==> src/rtl/activation_rd_req_ctrl_pkg.sv <==
// Shared types and constants for the activation (GELU) read-request sequencer.
// Row splitting into several requests is enabled by defining ACT_RD_SPLIT_EN.
package activation_rd_req_ctrl_pkg;

  localparam int log2_CH = 16;
  localparam int log2_H  = 16;
  localparam int log2_W  = 16;
  localparam int CNN_CNT_W = (log2_CH > log2_H) ? ((log2_CH > log2_W) ? log2_CH : log2_W)
                                                : ((log2_H > log2_W) ? log2_H : log2_W);

  localparam int RD_ADDR_W = 32;
  localparam int RD_LEN_W  = 8;

  typedef enum logic [2:0] {
    ST_IDLE,
    ST_CHECK,
    ST_REQ,
    ST_DRAIN,
    ST_FIN
  } rd_state_t;

  // MCIF request payload, packed as {addr, len}
  typedef struct packed {
    logic [RD_ADDR_W-1:0] addr;
    logic [RD_LEN_W-1:0]  len;
  } rd_req_t;

  // Longest burst one request may carry: limited by the len field and by the FIFO
  function automatic int max_burst(input int len_w, input int fifo_depth);
    int lim;
    lim = 1 << len_w;
    return (lim < fifo_depth) ? lim : fifo_depth;
  endfunction

endpackage

==> src/rtl/activation_rd_req_ctrl_credit.sv <==
// Outstanding-beat counter for the read-response FIFO; reports whether a request
// of a given len still fits and flags pops that arrive with nothing outstanding.
module act_rd_credit_cnt #(
  parameter int FIFO_DEPTH = 64,
  parameter int LEN_W      = 8
) (
  input  logic                          clk,
  input  logic                          rst,
  input  logic                          add,
  input  logic                          sub,
  input  logic [LEN_W-1:0]              len,
  output logic                          can_issue,
  output logic                          underflow,
  output logic [$clog2(FIFO_DEPTH):0]   outstanding
);

  localparam int CW = $clog2(FIFO_DEPTH) + 1;
  localparam int SW = ((CW > LEN_W) ? CW : LEN_W) + 2;

  logic [SW-1:0] need;

  assign need      = SW'(outstanding) + SW'(len) + SW'(1);
  assign can_issue = (need <= SW'(FIFO_DEPTH));
  assign underflow = sub && !add && (outstanding == '0);

  // A request adds len+1 beats; a simultaneous pop nets out one of them
  always_ff @(posedge clk) begin
    if (rst) begin
      outstanding <= '0;
    end else if (add && sub) begin
      outstanding <= outstanding + CW'(len);
    end else if (add) begin
      outstanding <= outstanding + CW'(len) + CW'(1);
    end else if (sub && (outstanding != '0)) begin
      outstanding <= outstanding - CW'(1);
    end
  end

endmodule

==> src/rtl/activation_rd_req_ctrl.sv <==
// Activation read-request sequencer: walks channel groups and rows, issuing one MCIF
// read per row under FIFO credit. Define ACT_RD_SPLIT_EN to split wide rows into bursts.
module activation_rd_req_ctrl
  import activation_rd_req_ctrl_pkg::*;
#(
  parameter int ADDR_W     = RD_ADDR_W,
  parameter int LEN_W      = RD_LEN_W,
  parameter int FIFO_DEPTH = 64,
  parameter int CNT_W      = CNN_CNT_W,
  parameter int BEAT_BYTES = 32
) (
  input  logic              clk,
  input  logic              rst,
  input  logic              start,
  input  logic [ADDR_W-1:0] base_addr,
  input  logic [ADDR_W-1:0] line_stride,
  input  logic [ADDR_W-1:0] surface_stride,
  input  logic [CNT_W-1:0]  ch_div_tout,
  input  logic [CNT_W-1:0]  h_in,
  input  logic [CNT_W-1:0]  w_in,
  output logic              rd_req_vld,
  input  logic              rd_req_rdy,
  output logic [ADDR_W-1:0] rd_req_addr,
  output logic [LEN_W-1:0]  rd_req_len,
  input  logic              rd_fifo_pop,
  output logic              busy,
  output logic              done,
  output logic              cfg_err
);

  localparam int MAX_BURST = max_burst(LEN_W, FIFO_DEPTH);

  rd_state_t state_q, state_d;

  logic [CNT_W-1:0]  ch_q, h_q, w_q, ch_cnt, h_cnt;
  logic [ADDR_W-1:0] line_q, surf_q, grp_addr, row_addr, row_next;
  rd_req_t           req_q;
  logic              cfg_err_q, done_q;
  logic              cfg_zero, w_too_big, h_last, ch_last, row_last, last_req;
  logic              hs, can_issue, underflow;
  logic [LEN_W-1:0]  first_len;
  logic [$clog2(FIFO_DEPTH):0] outstanding;

`ifdef ACT_RD_SPLIT_EN
  localparam logic [ADDR_W-1:0] SEG_BYTES = ADDR_W'(MAX_BURST * BEAT_BYTES);
  logic [CNT_W-1:0] w_rem;

  function automatic logic [LEN_W-1:0] seg_len(input logic [CNT_W-1:0] rem);
    if (32'(rem) >= 32'(MAX_BURST)) return LEN_W'(MAX_BURST - 1);
    else return LEN_W'(rem - 1'b1);
  endfunction

  assign w_too_big = 1'b0;
  assign first_len = seg_len(w_q);
  assign row_last  = (32'(w_rem) <= 32'(MAX_BURST));
`else
  assign w_too_big = (32'(w_q) > 32'(MAX_BURST));
  assign first_len = LEN_W'(w_q - 1'b1);
  assign row_last  = 1'b1;
`endif

  assign cfg_zero = (ch_q == '0) || (h_q == '0) || (w_q == '0);
  assign h_last   = (h_cnt == h_q - 1'b1);
  assign ch_last  = (ch_cnt == ch_q - 1'b1);
  assign last_req = row_last && h_last && ch_last;
  assign row_next = h_last ? (grp_addr + surf_q) : (row_addr + line_q);

  assign rd_req_vld  = (state_q == ST_REQ) && can_issue;
  assign hs          = rd_req_vld && rd_req_rdy;
  assign rd_req_addr = req_q.addr;
  assign rd_req_len  = req_q.len;
  assign busy        = (state_q == ST_CHECK) || (state_q == ST_REQ) || (state_q == ST_DRAIN);
  assign done        = done_q;
  assign cfg_err     = cfg_err_q;

  act_rd_credit_cnt #(
    .FIFO_DEPTH (FIFO_DEPTH),
    .LEN_W      (LEN_W)
  ) u_credit (
    .clk         (clk),
    .rst         (rst),
    .add         (hs),
    .sub         (rd_fifo_pop),
    .len         (req_q.len),
    .can_issue   (can_issue),
    .underflow   (underflow),
    .outstanding (outstanding)
  );

  always_ff @(posedge clk) begin
    if (rst) state_q <= ST_IDLE;
    else     state_q <= state_d;
  end

  always_comb begin
    state_d = state_q;
    case (state_q)
      ST_IDLE:  if (start) state_d = ST_CHECK;
      ST_CHECK: state_d = (cfg_zero || w_too_big) ? ST_FIN : ST_REQ;
      ST_REQ:   if (hs && last_req) state_d = ST_DRAIN;
      ST_DRAIN: if (outstanding == '0) state_d = ST_FIN;
      ST_FIN:   state_d = ST_IDLE;
      default:  state_d = ST_IDLE;
    endcase
  end

  // Request payload only moves on a handshake, so addr/len hold while vld waits
  always_ff @(posedge clk) begin
    if (rst) begin
      ch_q      <= '0;
      h_q       <= '0;
      w_q       <= '0;
      line_q    <= '0;
      surf_q    <= '0;
      grp_addr  <= '0;
      row_addr  <= '0;
      ch_cnt    <= '0;
      h_cnt     <= '0;
      req_q     <= '0;
      cfg_err_q <= 1'b0;
      done_q    <= 1'b0;
`ifdef ACT_RD_SPLIT_EN
      w_rem     <= '0;
`endif
    end else begin
      done_q <= (state_q == ST_FIN);
      case (state_q)
        ST_IDLE: begin
          if (start) begin
            ch_q      <= ch_div_tout;
            h_q       <= h_in;
            w_q       <= w_in;
            line_q    <= line_stride;
            surf_q    <= surface_stride;
            grp_addr  <= base_addr;
            row_addr  <= base_addr;
            ch_cnt    <= '0;
            h_cnt     <= '0;
            cfg_err_q <= 1'b0;
          end
        end
        ST_CHECK: begin
          req_q.addr <= row_addr;
          req_q.len  <= first_len;
`ifdef ACT_RD_SPLIT_EN
          w_rem      <= w_q;
`endif
          if (!cfg_zero && w_too_big) cfg_err_q <= 1'b1;
        end
        ST_REQ: begin
          if (hs) begin
`ifdef ACT_RD_SPLIT_EN
            if (!row_last) begin
              w_rem      <= w_rem - CNT_W'(MAX_BURST);
              req_q.addr <= req_q.addr + SEG_BYTES;
              req_q.len  <= seg_len(w_rem - CNT_W'(MAX_BURST));
            end else begin
              w_rem      <= w_q;
`else
            begin
`endif
              req_q.len  <= first_len;
              req_q.addr <= row_next;
              row_addr   <= row_next;
              if (h_last) begin
                h_cnt    <= '0;
                ch_cnt   <= ch_cnt + 1'b1;
                grp_addr <= grp_addr + surf_q;
              end else begin
                h_cnt    <= h_cnt + 1'b1;
              end
            end
          end
        end
        default: ;
      endcase
      if (underflow) cfg_err_q <= 1'b1;
    end
  end

endmodule
==> config.mk <==
export PLATFORM = sky130hd
export DESIGN_NAME = activation_rd_req_ctrl
export DESIGN_NICKNAME = d
export VERILOG_FILES = /design/src/rtl/activation_rd_req_ctrl_pkg.sv /design/src/rtl/activation_rd_req_ctrl_credit.sv /design/src/rtl/activation_rd_req_ctrl.sv
export SDC_FILE = /design/constraint.sdc
export NUM_CORES = 1
export LEC_CHECK = 0
export ABC_AREA = 1
export BUFFER_PORTS_ARGS = -buffer_cell sky130_fd_sc_hd__buf_2
export CORE_MARGIN = 2
export CORE_UTILIZATION = 55
export DETAILED_ROUTE_END_ITERATION = 8
export GPL_TIMING_DRIVEN = 0
export PLACE_DENSITY = 0.76
export SYNTH_ARGS = -nofsm -noshare
export SYNTH_HDL_FRONTEND = slang
export SYNTH_SLANG_ARGS = --single-unit
==> constraint.sdc <==
create_clock -name clk -period 4 [get_ports clk]
set_clock_uncertainty 0.15 [all_clocks]
set_input_delay 1.2 -clock clk [delete_from_list [all_inputs] [get_ports clk]]
set_output_delay 1.2 -clock clk [all_outputs]
set_load 0.01 [all_outputs]
Yosys cells after proc, flatten, opt, wreduce, memory -nomap -nowiden
Cells that the tools add are included.
{ "classes": {"add_sub_neg": 12, "magnitude_cmp": 2, "n_eq_ne": 13, "n_mux": 28, "reduce_logical": 32} }
{ "op_table": {"columns": ["operator", "n"], "rows": [
  ["32-bit 2-to-1 mux", 5],
  ["32-bit case mux with 2 select lines", 2],
  ["16-bit 2-to-1 mux", 5],
  ["40-bit case mux with 2 select lines", 1],
  ["32-bit adder", 2],
  ["16-bit case mux with 2 select lines", 2],
  ["16-bit logical NOT", 3],
  ["40-bit 2-to-1 mux", 1],
  ["16-bit by 1-bit adder with 16-bit output, second input constant", 2],
  ["16-bit == test", 2],
  ["16-bit by 1-bit subtractor with 16-bit output, second input constant", 2],
  ["7-bit 2-to-1 mux", 3],
  ["16-bit by 7-bit > comparator with 1-bit output, second input constant", 1],
  ["3-bit 2-to-1 mux", 4],
  ["3-bit case mux with 4 select lines", 1],
  ["10-bit by 1-bit adder with 10-bit output, second input constant", 1],
  ["10-bit by 7-bit <= comparator with 1-bit output, second input constant", 1],
  ["7-bit by 8-bit adder with 9-bit output", 1],
  ["1-bit logical AND", 9],
  ["3-bit AND reduction", 3],
  ["8-bit by 1-bit subtractor with 8-bit output, second input constant", 1],
  ["7-bit by 1-bit adder with 7-bit output, second input constant", 1],
  ["7-bit adder", 1],
  ["7-bit logical NOT", 1],
  ["other kinds (18)", 32]
]} }
{ "totals": {"regBits": 260, "in_bits": 149, "out_inout_bits": 44, "wordCells": 102} }

Logic depth before layout (Yosys ltp)
Gate-level depths: netlist (run 1).
{ "logic_depth": {"depth_word": 10, "depth_mapped": 24, "ltp_nobuf": 23} }

Hierarchy
Synthesis (run 1) repeated with hierarchy kept, for this count alone.
{ "unflattened": {"cells_unflattened": 2418, "area_unflattened_um2": 16333.2} }
{ "modules_own_cells": {"columns": ["mod", "n_inst", "cells_per_inst", "area_per_inst_um2", "seq_area_each_um2"], "rows": [
  ["activation_rd_req_ctrl", 1, 2225, 15139.5, 5064.9],
  ["act_rd_credit_cnt", 1, 193, 1193.6, 140.1]
]} }

Worst setup path before layout (run 1)
Ideal clock, no wire load.
{ "synth_path": {"path_kind": "flip-flop to output port", "from": "register rd_req_len[0] (netlist name)", "to": "output port rd_req_vld", "arrival_ns": 2.157, "required_ns": 2.650, "setup_slack_ns": 0.493, "stages_incl_launch_ff": 16, "path_buffers": 0, "path_cell_list": "dfxtp_1 > ha_1 > inv_1 > fa_1 > inv_1 > ha_1 > inv_1 > nor2_1 > nand3_1 > nor2_1 > nand2_1 > nand2_1 > nand2_1 > nand2_1 > nand2_1 > nor2_4"} }
{ "synth_between": {"elab_chain_cells": 4} }
{ "synth_rtl": {"columns": ["item", "line_no", "text"], "rows": [
  ["7-bit by 8-bit adder with 9-bit output", "activation_rd_req_ctrl_credit.sv:22", "assign need = SW'(outstanding) + SW'(len) + SW'(1);"],
  ["10-bit by 1-bit adder with 10-bit output", "activation_rd_req_ctrl_credit.sv:22", null],
  ["10-bit by 7-bit <= comparator with 1-bit output", "activation_rd_req_ctrl_credit.sv:23", "assign can_issue = (need <= SW'(FIFO_DEPTH));"],
  ["1-bit logical AND", "activation_rd_req_ctrl.sv:68", "assign rd_req_vld = (state_q == ST_REQ) && can_issue;"],
  ["end, declared", "activation_rd_req_ctrl.sv:21", "output logic rd_req_vld,"]
]} }
No other way between the ends.

Worst setup path after layout (run 1)
{ "layout_path": {"from": "register rd_req_len[0] (netlist name)", "to": "output port rd_req_vld"} }
{ "layout_between": {"elab_chain_cells": 4} }
{ "layout_rtl": {"columns": ["item", "line_no"], "rows": [
  ["7-bit by 8-bit adder with 9-bit output", "activation_rd_req_ctrl_credit.sv:22"],
  ["10-bit by 1-bit adder with 10-bit output", "activation_rd_req_ctrl_credit.sv:22"],
  ["10-bit by 7-bit <= comparator with 1-bit output", "activation_rd_req_ctrl_credit.sv:23"],
  ["1-bit logical AND", "activation_rd_req_ctrl.sv:68"]
]} }
No other way between the ends.

==> metrics.sh, run 1 <==
GP_ROUTABILITY_CONGESTION=0.983
DETAIL-ROUTE-ANTENNA-NETS=0
GRT_PASS1_WL_UM=93100
CLOCK_TREE.ROOT_CELL='clkbuf_16'
SYNTHDOMINANTAREACELLTYPE='dfxtp_1'
GRT_START_MAX_NET_PINS=15
LAYOUT_COMMONEST_CELL='nand2_1'
WORSTSETUPPATHTYPE='register to primary output'
SYN_AVG_CELL_AREA_UM2=6.48
RSZ0062_AT_GRT='true'
NUM_IO_PINS=193
DRT-INITIAL-DRC-COUNT=1840
PWR-SHARE-CLK=0.203
HOLD_BUF_CTS=0
FINAL.SETUP.TNS_NS=-0.222
ARRIVAL_NS=2.87
SYNTH.CELL_AREA_UM2=16600
TIMING.SLEW.HEADROOM=0.266
STATUS='finished with violations'
FP.DIEAREA_UM2=31500
FINALCOREUTILIZATION=0.658
R2R-END='u_credit.outstanding[5]$_SDFFE_PP0P_'
POST-PLACE-WS_NS=-0.109
FINAL.HOLD.WORST_SLACK_NS=0.289
CLOCK_BUFFERS_CREATED_BY_TRITONCTS=30
CTS_TREE='done'
GRT_ANTENNA_BEFORE_REPAIR=1
FLOORPLAN.DIE.HEIGHT_UM=178
DPL_CELL_AREA_UM2=18000
NNETSFINAL=3042
SETUP_VIOL=1
SYN-INSTANCE-COUNT=2556
SETUP.REG_TO_REG.WORST_SLACK_NS=0.11
CRITICAL_PATH.STARTPOINT_TYPE='register'
SYNTH_SEQ_AREA_SHARE=0.314
SYNTH_EDF_COUNT=0
FF2FF_PATH_DEPTH=29
DIE_W_UM=178
DETAILED_PLACE_HPWL_UM=49200
CLKSLEWWORSTSETUPHOLDPATHS_NS=0.06
FIRST_GLOBAL_VIAS=17252
WORSTHOLDENDPOINT='rd_req_len[0]$_SDFFE_PP0P_'
FILLERINSTANCES=2738
FLOORPLAN.ROWS=63
CTS_SINKS=260
DRC_ERRORS=0
SYNTH_TOP_AREA_SHARE=0.314
SWITCHINGPOWER_mW=6.78
SYNTH.NET_COUNT=2786
START_UTIL=0.559
ASYNC_FLOP_SHARE=0
ROUTED_WL_UM=62600
VIAS=18733
FAILING_CHECKS='negative setup slack'
H-TREE-DEPTH=1
FINALCRITPERIODSHARE=1.06
INT_PWR_mW=7.83
FINAL_HOLD_VIOL_COUNT=0
FINISH.INSTANCE_AREA_UM2=19500
MOST_USED_FLIP_FLOP_CELL_AFTER_SYNTHESIS='dfxtp_1'
DRIVE_GT1_FRAC=0.125
FRACTION_OF_POWER_CONSUMED_BY_COMBINATIONAL_CELLS=0.519
MAX-CAP-VIOLATIONS=0
POWER.SHARE.SWITCHING=0.464
FIRSTDRTPASSITERS=6
CELLPOWERDENSITY_nW_PER_UM2=749
WORST_IR_DROP_VDD_mV=0.493
YOSYSWARNINGCOUNT=0
ACHIEVABLE-FREQUENCY_MHz=237
SYNTHTOLAYOUTAREAGROWTH_PCT=17.8
P_LEAK_nW=8.97
DRV_SLEW=0
WL_PER_CELL_UM=19.4
NETLIST_TOP_CELLS_AREA='dfxtp_1, nand2_1, o21ai_0'
IO_BUFFERS=190
MIN_FROM='w_q[0]$_SDFFE_PP0P_'
WORST_TRAN_PIN_VALUE_NS=1.10
SETUP.WORST_PATH.END_CLASS='primary output'
SYNTHDISTINCTLIBCELLS=44
SYNTH.FF_LATCH_COUNT=260
CP_DATA_REQUIRED_TIME_NS=2.65
TIMING.CRITICAL_PATH.FANOUT_MAX=3
CLK_PATH_BUF_DEPTH=3
VIAS_PER_CELL=5.81
SEQPWRFRAC=0.279
WORSTREG2REGSTART='rd_req_len[0]$_SDFFE_PP0P_'
GRT_UTIL_ALL_LAYERS=0.384
FINALWORSTPATHREQUIREDPERIOD_NS=4.22
OVERFLOW_AFTER_GRT=0
FIN_WS_NS=-0.222
FINAL_CELL_MIX='nand2_1, a21oi_1, o21ai_0'
CORE_UM2=29600
WORSTSKEWPAIRLATENCY_NS=0.57
WORST_HOLD_PATH.NUM_CELLS=1
HOLDCRITPATHCLASS='register to register'
## critical path: stages, from the launching register on
cell and delay [ns]:
dfxtp_2 0.36, ha_4 0.14, inv_2 0.03, fa_1 0.46, inv_2 0.11, buf_6 0.11, nand2_4 0.04, nor2_4 0.14
nand3_4 0.11, buf_6 0.15, nand2_4 0.07, nand2_2 0.06, nor2_2 0.12, nand2_1 0.06, nand2_1 0.07, nand2_2 0.06
nor2_4 0.09, buf_6 0.11
## power by group through the flow
stage          registers, mW  clock network (mW)  logic (mW)
6_report                4.07                2.96        7.58
3_3_place_gp            4.05                   0        6.49
2_1_floorplan           3.91                   0        4.59
5_1_grt                 4.13                3.06        8.29
4_1_cts                 4.03                2.96        7.18
3_5_place_dp            4.07                   0        6.61
## registers in the layout, summed over array words and instances, names as in the netlist
signal and cells:
rd_req_len 8, grp_addr 32, row_addr 32, h_cnt 16, ch_q 16, u_credit.outstanding 7
h_q 16, line_q 32, state_q 3, cfg_err 1, surf_q 32, w_q 16
rd_req_addr 32, ch_cnt 16, done 1
## layout make-up
class | count | area (µm²) | share of cell area
Inverter | 288 | 1080 | 0.0555
Sequential cell | 260 | 5210 | 0.267
Antenna cell | 1 | 2.50 | 0.000128
Buffer | 103 | 458 | 0.0235
Timing Repair Buffer | 224 | 1250 | 0.0643
Clock buffer | 41 | 873 | 0.0448
Tap cell | 390 | 488 | 0.0250
Multi-Input combinational cell | 1905 | 9950 | 0.510
Clock inverter | 15 | 190 | 0.00975
## synth_stat cells (2+ instances only)
master / n
buf_1: 3
nor2_1: 258
buf_4: 7
xor2_1: 75
nor2_2: 3
inv_2: 5
a21oi_1: 291
or2_0: 4
nand3b_1: 11
xnor2_1: 36
o21ai_0: 294
buf_6: 3
clkbuf_1: 72
inv_1: 282
buf_2: 18
dfxtp_1: 260
o21ai_1: 22
or2_2: 3
and3_1: 2
nand2_4: 4
o21bai_1: 7
ha_1: 78
o21a_1: 4
a31oi_1: 29
nand2_1: 556
a211oi_1: 2
a21o_1: 6
fa_1: 3
nand3_1: 123
nor3_2: 2
a21boi_0: 5
o211ai_1: 5
nor4_1: 11
nand4_1: 32
nor3_1: 31
## per-stage QoR
stage / instances / power [mW]
2_1_floorplan: 2556 / 8.49
3_3_place_gp: 3136 / 10.5
3_5_place_dp: 3136 / 10.7
4_1_cts: 3227 / 14.2
5_1_grt: 3227 / 15.5
6_report: 3227 / 14.6
## logic make-up (layout without fill, tap and decap cells)
| kind of cell | count (synthesis) | after routing | synth area share |
|---|---|---|---|
| and+or+nand+nor | 1046 | 1046 | 0.263 |
| AOI/OAI and AO/OA | 667 | 667 | 0.208 |
| buffers and inverters | 391 | 671 | 0.0929 |
| adders and majority gates | 81 | 81 | 0.0625 |
| xor gates and xnor gates | 111 | 111 | 0.0587 |
| other | 0 | 1 | 0 |
| DFF | 260 | 260 | 0.314 |
## routing by layer
metal	track usage	up-vias	part of all wire	wire length, µm
met3	0.0626	206	0.092	5780
li1	-	8956	-	-
met5	0	-	0	0
met2	0.645	987	0.46	28700
met4	0.183	0	0.055	3450
met1	0.477	8584	0.39	24700
## worst max path at each step
stage / start / endpoint / cells past startpoint
finish: rd_req_len[0]$_SDFFE_PP0P_ / rd_req_vld / 17
global route: rd_req_len[0]$_SDFFE_PP0P_ / rd_req_vld / 17
detailed placement: start / surf_q[26]$_SDFFE_PP0P_ / 6
global placement: start / surf_q[29]$_SDFFE_PP0P_ / 6
CTS: u_credit.outstanding[0]$_SDFFE_PP0P_ / rd_req_vld / 16
floorplan: rd_req_len[0]$_SDFFE_PP0P_ / rd_req_vld / 15
## what timing repair did
action | 4_1_cts | 5_1_grt
setup buffers | 35 | 3
gates resized for setup | 22 | 36
setup endpoints to repair | 1 | 3
endpoints found under the hold margin | 0 | 0
pin swaps | 17 | 17
Note: power is estimated with default switching activity, not from simulation.
==> run 2, diff against run 1 <==
- GPL_TIMING_DRIVEN: 0 -> unset
==> run 2 against run 1 <==
Net effect: the flow still finishes with violations (negative setup slack); maximum frequency rose by 3.8%; global-route usage fell by 5.8 points; critical path depth fell by 1; cell count fell by 3.5%; core utilization fell by 1.5 points; flip-flop and latch count did not move; sequential share of layout area rose by 0.63 points; first-iteration DRC count fell by 16%; combinational power fell by 13%; critical path type unchanged; largest cell class unchanged.
==> metrics.sh, run 2 (synthesis gave the netlist of run 1 again) <==
CLOCK_TREE.ROOT_CELL='clkbuf_16'
FINALWORSTPATHREQUIREDPERIOD_NS=4.07
GLOBALROUTEMET2UTIL=0.523
ACHIEVABLE-FREQUENCY_MHz=246
FAILING_CHECKS='negative setup slack'
FINAL_HOLD_VIOL_COUNT=0
CELLPOWERDENSITY_nW_PER_UM2=724
CTS_TREE='done'
STATUS='finished with violations'
NUM_IO_PINS=193
DRC_ERRORS=0
SYNTHTOLAYOUTAREAGROWTH_PCT=15.1
FIRST_GLOBAL_VIAS=15949
HOLDCRITPATHCLASS='register to register'
VIAS=17576
HOLD_BUF_CTS=0
TIMING.CRITICAL_PATH.FANOUT_MAX=3
P_LEAK_nW=8.78
CLKSLEWWORSTSETUPHOLDPATHS_NS=0.07
DPL_CELL_AREA_UM2=17800
CLK_PATH_BUF_DEPTH=3
POST-PLACE-WS_NS=0.185
H-TREE-DEPTH=1
CRITICAL_PATH.STARTPOINT_TYPE='register'
FINAL_CELL_MIX='nand2_1, o21ai_0, a21oi_1'
ROUTED_WL_UM=52800
FLOORPLAN.ROWS=63
GRT_START_MAX_NET_PINS=154
TIMING.CRITICAL_PATH.FROM='rd_req_len[0]$_SDFFE_PP0P_'
WORSTREG2REGSTART='rd_req_len[0]$_SDFFE_PP0P_'
RSZ0062_AT_GRT='true'
GR-MAX-USAGE-LAYER='met2'
CTS_SINKS=260
CORE_UM2=29600
CLOCK_BUFFERS_CREATED_BY_TRITONCTS=29
WORSTSKEWPAIRLATENCY_NS=0.57
OVERFLOW_AFTER_GRT=0
DETAILED_PLACE_HPWL_UM=39600
START_UTIL=0.559
FINISH.INSTANCE_AREA_UM2=19100
DETAIL-ROUTE-ANTENNA-NETS=0
NNETSFINAL=2931
GRT_ANTENNA_BEFORE_REPAIR=2
DIE_W_UM=178
GP_ROUTABILITY_CONGESTION=0.973
SETUP.WORST_PATH.END_CLASS='primary output'
GRT_UTIL_ALL_LAYERS=0.326
FINALCRITPERIODSHARE=1.02
VIAS_PER_CELL=5.64
DRT-INITIAL-DRC-COUNT=1547
DP.CELLS=3052
WORST_IR_DROP_VDD_mV=0.511
GRT_UTIL_MET3=0.0493
SETUP_VIOL=1
DRV_SLEW=0
FINALCOREUTILIZATION=0.643
DRIVE_GT1_FRAC=0.115
FINAL.SETUP.TNS_NS=-0.0658
FIN_WS_NS=-0.0658
IO_BUFFERS=192
TIMING.SLEW.HEADROOM=0.514
GRTUSAGEMET1=0.442
WORST_TRAN_PIN_VALUE_NS=0.722
WORSTSETUPPATHTYPE='register to primary output'
MAX-CAP-VIOLATIONS=0
MIN_FROM='w_q[13]$_SDFFE_PP0P_'
LAYOUT_COMMONEST_CELL='nand2_1'
ARRIVAL_NS=2.72
FP.DIEAREA_UM2=31500
WL_PER_CELL_UM=17.0
FIRSTDRTPASSITERS=7
CP_DATA_REQUIRED_TIME_NS=2.65
FLOORPLAN.DIE.HEIGHT_UM=178
LAYOUTNONFILLERINSTCOUNT=3115
GRT_PASS1_WL_UM=82300
## run 2: area by class of cell
| type | count | area, µm² |
|---|---|---|
| diodes | 2 | 5.00 |
| clock inverters | 18 | 334 |
| flip-flops and latches | 260 | 5210 |
| inverters | 288 | 1080 |
| well taps | 390 | 488 |
| fillers | 2839 | 10600 |
| multi-input cells | 1905 | 9930 |
| repair buffers | 217 | 1220 |
| clock buffers | 35 | 788 |
## run 2: final timing paths
kind,endpoint,slack [ns],cells after the start
max reg2reg,h_cnt[0]$_SDFFE_PP0P_,0.49,22
min,w_q[13]$_SDFFE_PP0P_,0.30,2
max,rd_req_vld,-0.07,16
min reg2reg,w_q[13]$_SDFFE_PP0P_,0.30,2
## run 2: through the flow
| step | power [mW] | hold WS (ns) |
|---|---|---|
| 6_report | 13.8 | 0.297 |
| 5_1_grt | 14.8 | 0.317 |
| 4_1_cts | 13.6 | 0.288 |
| 3_5_place_dp | 10.3 | 0.288 |
| 3_3_place_gp | 10.2 | 0.277 |
| 2_1_floorplan | 8.49 | 0.256 |
## run 2: timing repair
item,4_1_cts,5_1_grt
endpoints found under the setup margin,1,1
cloned,0,0
resized for setup,18,13
setup buffers,6,2
pin swaps,11,12
## run 2: worst max-delay path, cell delays in order, from the launching register on
cell and delay [ns]:
dfxtp_2 0.36, ha_4 0.15, inv_2 0.03, fa_1 0.45, inv_2 0.11, ha_4 0.15, inv_2 0.04, nor2_4 0.12
nand3_4 0.10, nor2_4 0.11, nand2_1 0.06, nand2_1 0.06, nand2_1 0.07, nand2_1 0.09, nand2_2 0.06, nor2_4 0.09
buf_6 0.10
## run 2: metal layers
metal | vias up | routed length (µm) | part of all wire
li1 | 8737 | - | -
met1 | 8092 | 23500 | 0.45
met2 | 635 | 23400 | 0.44
met3 | 112 | 3820 | 0.072
met4 | 0 | 2030 | 0.038
met5 | - | 0 | 0
## run 2: power by group
part           switching [mW]  total [mW]  internal, mW
clock network            1.16        3.14          1.99
logic                    4.34        6.60          2.26
registers               0.690        4.06          3.37
